==> src/rtl/aes_cipher_ctrl_if.sv <==
// rtl/aes_cipher_ctrl_if.sv - host, datapath and result-buffer signals of the AES-128 round sequencer
interface aes_cipher_ctrl_if #(
  parameter int CNT_W = 16
);
  logic             start_valid;
  logic             start_ready;
  logic [31:0]      pt0_in, pt1_in, pt2_in, pt3_in;
  logic             abort_in;
  logic [1:0]       dp_state_out;
  logic [31:0]      dp_pt0_out, dp_pt1_out, dp_pt2_out, dp_pt3_out;
  logic [3:0]       rk_idx_out;
  logic [31:0]      dp_ct0_in, dp_ct1_in, dp_ct2_in, dp_ct3_in;
  logic             dp_valid_in;
  logic [31:0]      ct0_out, ct1_out, ct2_out, ct3_out;
  logic             out_valid;
  logic             out_ready;
  logic             busy_out;
  logic             err_out;
  logic [CNT_W-1:0] done_cnt_out;

  modport master (
    output start_valid, pt0_in, pt1_in, pt2_in, pt3_in, abort_in,
           dp_ct0_in, dp_ct1_in, dp_ct2_in, dp_ct3_in, dp_valid_in, out_ready,
    input  start_ready, dp_state_out, dp_pt0_out, dp_pt1_out, dp_pt2_out, dp_pt3_out,
           rk_idx_out, ct0_out, ct1_out, ct2_out, ct3_out, out_valid, busy_out,
           err_out, done_cnt_out
  );

  modport slave (
    input  start_valid, pt0_in, pt1_in, pt2_in, pt3_in, abort_in,
           dp_ct0_in, dp_ct1_in, dp_ct2_in, dp_ct3_in, dp_valid_in, out_ready,
    output start_ready, dp_state_out, dp_pt0_out, dp_pt1_out, dp_pt2_out, dp_pt3_out,
           rk_idx_out, ct0_out, ct1_out, ct2_out, ct3_out, out_valid, busy_out,
           err_out, done_cnt_out
  );
endinterface

==> src/rtl/aes_cipher_ctrl.sv <==
// rtl/aes_cipher_ctrl.sv - sequencer for an iterative one-round-per-clock AES-128 datapath
module aes_cipher_ctrl #(
  parameter int NUM_ROUNDS = 10,
  parameter int CNT_W      = 16
) (
  input  logic             CLK,
  input  logic             RST,
  aes_cipher_ctrl_if.slave bus
);
  typedef enum logic [2:0] {S_IDLE, S_R0, S_RMID, S_RLAST, S_WAIT} state_e;

  localparam logic [3:0] LAST_MID = 4'(NUM_ROUNDS - 1);
  localparam logic [3:0] LAST_RK  = 4'(NUM_ROUNDS);

  state_e           state_q;
  logic [1:0]       dp_state_q;
  logic [3:0]       rnd_q;
  logic [127:0]     pt_q;
  logic [127:0]     ct_q;
  logic             out_valid_q;
  logic             err_q;
  logic [CNT_W-1:0] done_cnt_q;
  logic             start_ready;
  logic             accept;

  // A drain in the same cycle frees the buffer, so a new block may start alongside it.
  assign start_ready = !RST && (state_q == S_IDLE) && (!out_valid_q || bus.out_ready);
  assign accept      = bus.start_valid && start_ready;

  always_ff @(posedge CLK) begin
    if (RST) begin
      state_q     <= S_IDLE;
      dp_state_q  <= 2'd0;
      rnd_q       <= 4'd0;
      pt_q        <= '0;
      ct_q        <= '0;
      out_valid_q <= 1'b0;
      err_q       <= 1'b0;
      done_cnt_q  <= '0;
    end else begin
      if (out_valid_q && bus.out_ready) begin
        out_valid_q <= 1'b0;
      end
      // Abort outranks every in-flight state, including the capture in S_WAIT.
      if (state_q != S_IDLE && bus.abort_in) begin
        state_q    <= S_IDLE;
        dp_state_q <= 2'd0;
        rnd_q      <= 4'd0;
      end else begin
        case (state_q)
          S_IDLE: begin
            if (accept) begin
              pt_q       <= {bus.pt0_in, bus.pt1_in, bus.pt2_in, bus.pt3_in};
              state_q    <= S_R0;
              dp_state_q <= 2'd1;
              rnd_q      <= 4'd0;
            end
          end
          S_R0: begin
            state_q    <= S_RMID;
            dp_state_q <= 2'd2;
            rnd_q      <= 4'd1;
          end
          S_RMID: begin
            if (rnd_q == LAST_MID) begin
              state_q    <= S_RLAST;
              dp_state_q <= 2'd3;
              rnd_q      <= LAST_RK;
            end else begin
              rnd_q <= rnd_q + 4'd1;
            end
          end
          S_RLAST: begin
            state_q    <= S_WAIT;
            dp_state_q <= 2'd0;
            rnd_q      <= 4'd0;
          end
          S_WAIT: begin
            state_q <= S_IDLE;
            if (bus.dp_valid_in) begin
              ct_q        <= {bus.dp_ct0_in, bus.dp_ct1_in, bus.dp_ct2_in, bus.dp_ct3_in};
              out_valid_q <= 1'b1;
              done_cnt_q  <= done_cnt_q + CNT_W'(1);
            end else begin
              err_q <= 1'b1;
            end
          end
          default: begin
            state_q    <= S_IDLE;
            dp_state_q <= 2'd0;
            rnd_q      <= 4'd0;
          end
        endcase
      end
    end
  end

  assign bus.start_ready  = start_ready;
  assign bus.dp_state_out = dp_state_q;
  assign bus.rk_idx_out   = rnd_q;
  assign bus.dp_pt0_out   = pt_q[127:96];
  assign bus.dp_pt1_out   = pt_q[95:64];
  assign bus.dp_pt2_out   = pt_q[63:32];
  assign bus.dp_pt3_out   = pt_q[31:0];
  assign bus.ct0_out      = ct_q[127:96];
  assign bus.ct1_out      = ct_q[95:64];
  assign bus.ct2_out      = ct_q[63:32];
  assign bus.ct3_out      = ct_q[31:0];
  assign bus.out_valid    = out_valid_q;
  assign bus.busy_out     = (state_q != S_IDLE);
  assign bus.err_out      = err_q;
  assign bus.done_cnt_out = done_cnt_q;
endmodule

==> src/flat_wrapper.sv <==
// flat-port wrapper written by rule: the top's interface ports become plain ports
module aes_cipher_ctrl_flat 
#(
  parameter int NUM_ROUNDS = 10,
  parameter int CNT_W      = 16
)
  (CLK, RST, bus_start_valid, bus_pt0_in, bus_pt1_in, bus_pt2_in, bus_pt3_in, bus_abort_in, bus_dp_ct0_in, bus_dp_ct1_in, bus_dp_ct2_in, bus_dp_ct3_in, bus_dp_valid_in, bus_out_ready, bus_start_ready, bus_dp_state_out, bus_dp_pt0_out, bus_dp_pt1_out, bus_dp_pt2_out, bus_dp_pt3_out, bus_rk_idx_out, bus_ct0_out, bus_ct1_out, bus_ct2_out, bus_ct3_out, bus_out_valid, bus_busy_out, bus_err_out, bus_done_cnt_out);
  aes_cipher_ctrl_if #(.CNT_W(CNT_W)) bus_i ();
  input  logic CLK;
  input  logic RST;
  input wire logic [$bits(bus_i.start_valid)-1:0] bus_start_valid;
  input wire logic [$bits(bus_i.pt0_in)-1:0] bus_pt0_in;
  input wire logic [$bits(bus_i.pt1_in)-1:0] bus_pt1_in;
  input wire logic [$bits(bus_i.pt2_in)-1:0] bus_pt2_in;
  input wire logic [$bits(bus_i.pt3_in)-1:0] bus_pt3_in;
  input wire logic [$bits(bus_i.abort_in)-1:0] bus_abort_in;
  input wire logic [$bits(bus_i.dp_ct0_in)-1:0] bus_dp_ct0_in;
  input wire logic [$bits(bus_i.dp_ct1_in)-1:0] bus_dp_ct1_in;
  input wire logic [$bits(bus_i.dp_ct2_in)-1:0] bus_dp_ct2_in;
  input wire logic [$bits(bus_i.dp_ct3_in)-1:0] bus_dp_ct3_in;
  input wire logic [$bits(bus_i.dp_valid_in)-1:0] bus_dp_valid_in;
  input wire logic [$bits(bus_i.out_ready)-1:0] bus_out_ready;
  output wire logic [$bits(bus_i.start_ready)-1:0] bus_start_ready;
  output wire logic [$bits(bus_i.dp_state_out)-1:0] bus_dp_state_out;
  output wire logic [$bits(bus_i.dp_pt0_out)-1:0] bus_dp_pt0_out;
  output wire logic [$bits(bus_i.dp_pt1_out)-1:0] bus_dp_pt1_out;
  output wire logic [$bits(bus_i.dp_pt2_out)-1:0] bus_dp_pt2_out;
  output wire logic [$bits(bus_i.dp_pt3_out)-1:0] bus_dp_pt3_out;
  output wire logic [$bits(bus_i.rk_idx_out)-1:0] bus_rk_idx_out;
  output wire logic [$bits(bus_i.ct0_out)-1:0] bus_ct0_out;
  output wire logic [$bits(bus_i.ct1_out)-1:0] bus_ct1_out;
  output wire logic [$bits(bus_i.ct2_out)-1:0] bus_ct2_out;
  output wire logic [$bits(bus_i.ct3_out)-1:0] bus_ct3_out;
  output wire logic [$bits(bus_i.out_valid)-1:0] bus_out_valid;
  output wire logic [$bits(bus_i.busy_out)-1:0] bus_busy_out;
  output wire logic [$bits(bus_i.err_out)-1:0] bus_err_out;
  output wire logic [$bits(bus_i.done_cnt_out)-1:0] bus_done_cnt_out;
  assign bus_i.start_valid = bus_start_valid;
  assign bus_i.pt0_in = bus_pt0_in;
  assign bus_i.pt1_in = bus_pt1_in;
  assign bus_i.pt2_in = bus_pt2_in;
  assign bus_i.pt3_in = bus_pt3_in;
  assign bus_i.abort_in = bus_abort_in;
  assign bus_i.dp_ct0_in = bus_dp_ct0_in;
  assign bus_i.dp_ct1_in = bus_dp_ct1_in;
  assign bus_i.dp_ct2_in = bus_dp_ct2_in;
  assign bus_i.dp_ct3_in = bus_dp_ct3_in;
  assign bus_i.dp_valid_in = bus_dp_valid_in;
  assign bus_i.out_ready = bus_out_ready;
  assign bus_start_ready = bus_i.start_ready;
  assign bus_dp_state_out = bus_i.dp_state_out;
  assign bus_dp_pt0_out = bus_i.dp_pt0_out;
  assign bus_dp_pt1_out = bus_i.dp_pt1_out;
  assign bus_dp_pt2_out = bus_i.dp_pt2_out;
  assign bus_dp_pt3_out = bus_i.dp_pt3_out;
  assign bus_rk_idx_out = bus_i.rk_idx_out;
  assign bus_ct0_out = bus_i.ct0_out;
  assign bus_ct1_out = bus_i.ct1_out;
  assign bus_ct2_out = bus_i.ct2_out;
  assign bus_ct3_out = bus_i.ct3_out;
  assign bus_out_valid = bus_i.out_valid;
  assign bus_busy_out = bus_i.busy_out;
  assign bus_err_out = bus_i.err_out;
  assign bus_done_cnt_out = bus_i.done_cnt_out;
  aes_cipher_ctrl #(.NUM_ROUNDS(NUM_ROUNDS), .CNT_W(CNT_W)) u_core (.CLK(CLK), .RST(RST), .bus(bus_i));
endmodule
==> config.mk <==
export PLATFORM = sky130hd
export DESIGN_NAME = aes_cipher_ctrl_flat
export DESIGN_NICKNAME = d
export VERILOG_FILES = /design/src/rtl/aes_cipher_ctrl_if.sv /design/src/rtl/aes_cipher_ctrl.sv /design/src/flat_wrapper.sv
export SDC_FILE = /design/constraint.sdc
export NUM_CORES = 1
export LEC_CHECK = 0
export ABC_AREA = 1
export CORE_AREA = 2 2 209 211
export CTS_CLUSTER_SIZE = 16
export DETAILED_ROUTE_END_ITERATION = 8
export DIE_AREA = 0 0 211 213
export GPL_TIMING_DRIVEN = 1
export PLACE_DENSITY = 0.56
export SLEW_MARGIN = 10
export SYNTH_ARGS = -nofsm -noshare
export SYNTH_HDL_FRONTEND = slang
export SYNTH_SLANG_ARGS = --single-unit
==> constraint.sdc <==
create_clock -name CLK -period 2.1 [get_ports CLK]
set_input_delay 0.63 -clock CLK [delete_from_list [all_inputs] [get_ports CLK]]
set_output_delay 0.63 -clock CLK [all_outputs]
set_load 0.005 [all_outputs]
==> results.py <==
metrics = {
    "yosys": {
        "synth-async-reset-ratio": 0,
        "post_synth_num_cell_types": 27,
        "complex_gate_fraction_of_the_synthesized_area": 0.140,
        "yosys-mux-area-fraction": 0,
        "synth.avg_cell_area_sq_um": 7.71,
        "synthAdderAreaFrac": 0.00374,
        "synth-xor-area-share": 0.00175,
        "yosys.cell_count.top_type": "sky130_fd_sc_hd__nand2_1",
        "dominant_combinational_cell_family_by_area_after_synthesis": "simple AND/OR/NAND/NOR gates",
        "proportion_of_synthesized_chip_area_in_sequential_cells": 0.564,
        "count_of_state_elements_after_synthesis": 283,
        "area_fraction_of_the_dominant_cell_type_after_synthesis": 0.564,
        "synth_fp_nets": 1567,
        "synth.cell_area_sq_um": 10000,
        "top_cells_by_area_in_the_synthesized_netlist": "sky130_fd_sc_hd__dfxtp_1, sky130_fd_sc_hd__nand2_1, sky130_fd_sc_hd__nor2_1",
        "synthSimpleGateAreaFrac": 0.238,
        "ys.flop_type": "sky130_fd_sc_hd__dfxtp_1",
        "ys_warn_count": 0,
        "count_of_flip_flops_with_a_built_in_enable_after_synthesis": 0,
        "yosys-top-cells-count": "sky130_fd_sc_hd__nand2_1, sky130_fd_sc_hd__dfxtp_1, sky130_fd_sc_hd__nor2_1",
        "syn-instance-count": 1302,
        "yosys.area.top_type": "sky130_fd_sc_hd__dfxtp_1",
    },
    "floorplanning": {
        "die-area_sq_um": 44900,
        "initial_utilization": 0.235,
        "floorplan.die.height_microns": 213,
        "ioPinCount": 544,
        "coreArea_sq_um": 42700,
        "floorplan.rows": 76,
        "fp.dieW_microns": 211,
    },
    "status": {
        "result_of_the_run": "complete, no violations",
    },
    "clock_tree": {
        "ctsLongestPathBuffers": 3,
        "cts.htree.levels": 2,
        "clock_sinks": 283,
        "tritoncts": "built",
        "clkSlewWorstSetupHoldPaths_ps": 60,
        "cts_root_buf": "sky130_fd_sc_hd__clkbuf_16",
        "cts_inserted_buffers": 34,
        "hold_buffers_post_cts": 0,
        "worst_skew_pair.late_latency_ps": 530,
    },
    "route": {
        "dr_vias_cell": 4.30,
        "via_count": 10400,
        "wire_per_inst_microns": 15.5,
        "remaining_drc_errors": 0,
        "routed_wirelength_microns": 37400,
        "drt_first_iter_violations": 506,
        "drtPass1Iterations": 4,
        "ant_nets": 0,
    },
    "setup_path": {
        "bufs_and_invs_on_worst_path": 1,
        "cp_slowest_cell": "sky130_fd_sc_hd__clkdlybuf4s50_1",
        "critical_path_cell_list": "clkdlybuf4s50_1",
        "cp_data_arrival_time_ps": 1410,
        "cp.required_ps": 1470,
        "worstSetupPathType": "reg2out",
        "critical_path_start_type": "flop",
        "critical-path-max-stage-delay_ps": 550,
        "crit_fanout": 2,
        "cp-end-kind": "primary output",
        "cp_top_family": "buffers and inverters",
    },
    "cells_and_area": {
        "final-seq-area_sq_um": 5670,
        "multi_input_comb_area_sq_um": 3870,
        "layout_cells_sized_above_1": 0.0628,
        "nNetsFinal": 2104,
        "final.fill_count": 4342,
        "flow.area_growth_from_synthesis_pct": 73.2,
    },
    "sta": {
        "worst-slew-pin-transition_ps": 692,
        "final-setup-viol-count": 0,
        "rsz0062_at_grt": "no",
        "timing.hold.ws_ps": 416,
        "final_period_minus_worst_setup_slack_ps": 2040,
        "timing.max_slew.rel_slack": 0.539,
        "timing.final.max_slew_violations": 0,
        "clock.fmax_mhz": 490,
        "skew_ps": 12.0,
        "fin_hold_viols": 0,
        "final_critical_path_setup_slack_ps": 59.4,
        "post_route_setup_tns_ps": 0,
        "final_min_period_over_clock_period": 0.972,
    },
    "place": {
        "buffer_ports.inserted": 543,
        "dpl.hpwl_microns": 27700,
        "place_ws_ps": -433,
        "place_congestion": 0.770,
    },
    "pwr": {
        "ir_drop_mv": 0.483,
        "power.static_leakage_nw": 6.53,
        "power_per_cell_area_nw_per_um2": 820,
    },
    "grt": {
        "grt_start_max_net_pins": 132,
        "antenna_violations_before_repair": 3,
        "overflow": 0,
        "first_global_vias": 10100,
        "first_pass_grt_wire_length_microns": 56000,
        "groute.usage.overall": 0.158,
    },
    "run": {
        "max_cap_check_violation_count": 0,
    },
    "min_path": {
        "holdCritPathClass": "in2reg",
    },
}
logic make-up after synthesis:
kind of cell	count (synthesis)
simple gates	618
flops	283
compound gates	280
buf+inv	116
fa+ha+maj	3
xor+xnor	2
per-layer routing:
metal / up-vias / track usage / part of all wire / wire (microns)
li1: 5239 / - / - / -
met1: 4673 / 0.178 / 0.40 / 15100
met2: 392 / 0.267 / 0.48 / 17800
met3: 53 / 0.0631 / 0.096 / 3580
met4: 0 / 0.0639 / 0.025 / 937
met5: - / 0 / 0 / 0
layout make-up:
| class | instances | area share |
|---|---|---|
| clock buffer | 47 | 0.0564 |
| clock inverter | 12 | 0.00677 |
| timing repair buffer | 587 | 0.341 |
| inverter | 30 | 0.00684 |
| multi-input combinational | 903 | 0.223 |
| sequential | 283 | 0.326 |
| tap | 546 | 0.0393 |
| antenna | 3 | 0.000432 |
cell usage in the layout (no fill, tap or decap), drive strengths merged:
| cell | n |
|---|---|
| nand3b | 1 |
| dfxtp | 283 |
| buf | 46 |
| nand3 | 14 |
| o31ai | 1 |
| clkdlybuf4s50 | 505 |
| clkbuf | 47 |
| dlymetal6s2s | 8 |
| or2 | 2 |
| xnor2 | 2 |
| nand4 | 5 |
| nor4 | 1 |
| clkinv | 10 |
| diode | 3 |
| inv | 30 |
| ha | 3 |
| nor3 | 3 |
| bufinv | 2 |
| a21oi | 143 |
| nor2 | 287 |
| nand2 | 305 |
| dlygate4sd2 | 28 |
| o21ai | 136 |
path summary, 6_finish.rpt:
kind	cells after the start	start	slack, ps	endpoint
min reg2reg	2	u_core.bus.err_out	460	u_core.bus.err_out
max reg2reg	10	u_core.state_q[0]	390	u_core.pt_q[42]
min	3	RST	420	u_core.ct_q[117]
max	1	u_core.pt_q[12]	60	bus_dp_pt3_out[12]
flip-flops by register name, indices dropped and copies added (netlist names):
signal and cells:
u_core.state_q 3, u_core.ct_q 128, u_core.bus.done_cnt_out 16, u_core.bus.err_out 1
u_core.bus.dp_state_out 2, u_core.bus.out_valid 1, u_core.bus.rk_idx_out 4, u_core.pt_q 128
where the power goes:
| group | switching [mW] | internal [mW] |
|---|---|---|
| logic | 1.06 | 1.43 |
| clock network | 2.30 | 3.51 |
| registers | 0.200 | 5.76 |
| total | 3.56 | 10.7 |
repair_timing:
| item | 4_1_cts | 5_1_grt |
|---|---|---|
| cloned | 0 | 0 |
| setup endpoints to repair | 30 | 8 |
| gates resized for setup | 36 | 11 |
| hold endpoints to repair | 0 | 0 |
| setup buffers | 0 | 3 |
| pin swaps | 0 | 2 |
metrics by stage:
stage / cell area [sq um] / power [mW] / instances / util
after CTS: 17300 / 14.5 / 2405 / 0.406
after global placement: 16300 / 8.57 / 2346 / 0.381
after global routing: 17400 / 15.0 / 2411 / 0.407
after floorplan: 10000 / 6.99 / 1302 / -
after detailed placement: 16300 / 8.61 / 2346 / 0.381
final: 17400 / 14.3 / 2411 / 0.407
(Power assumes the default switching activity.)
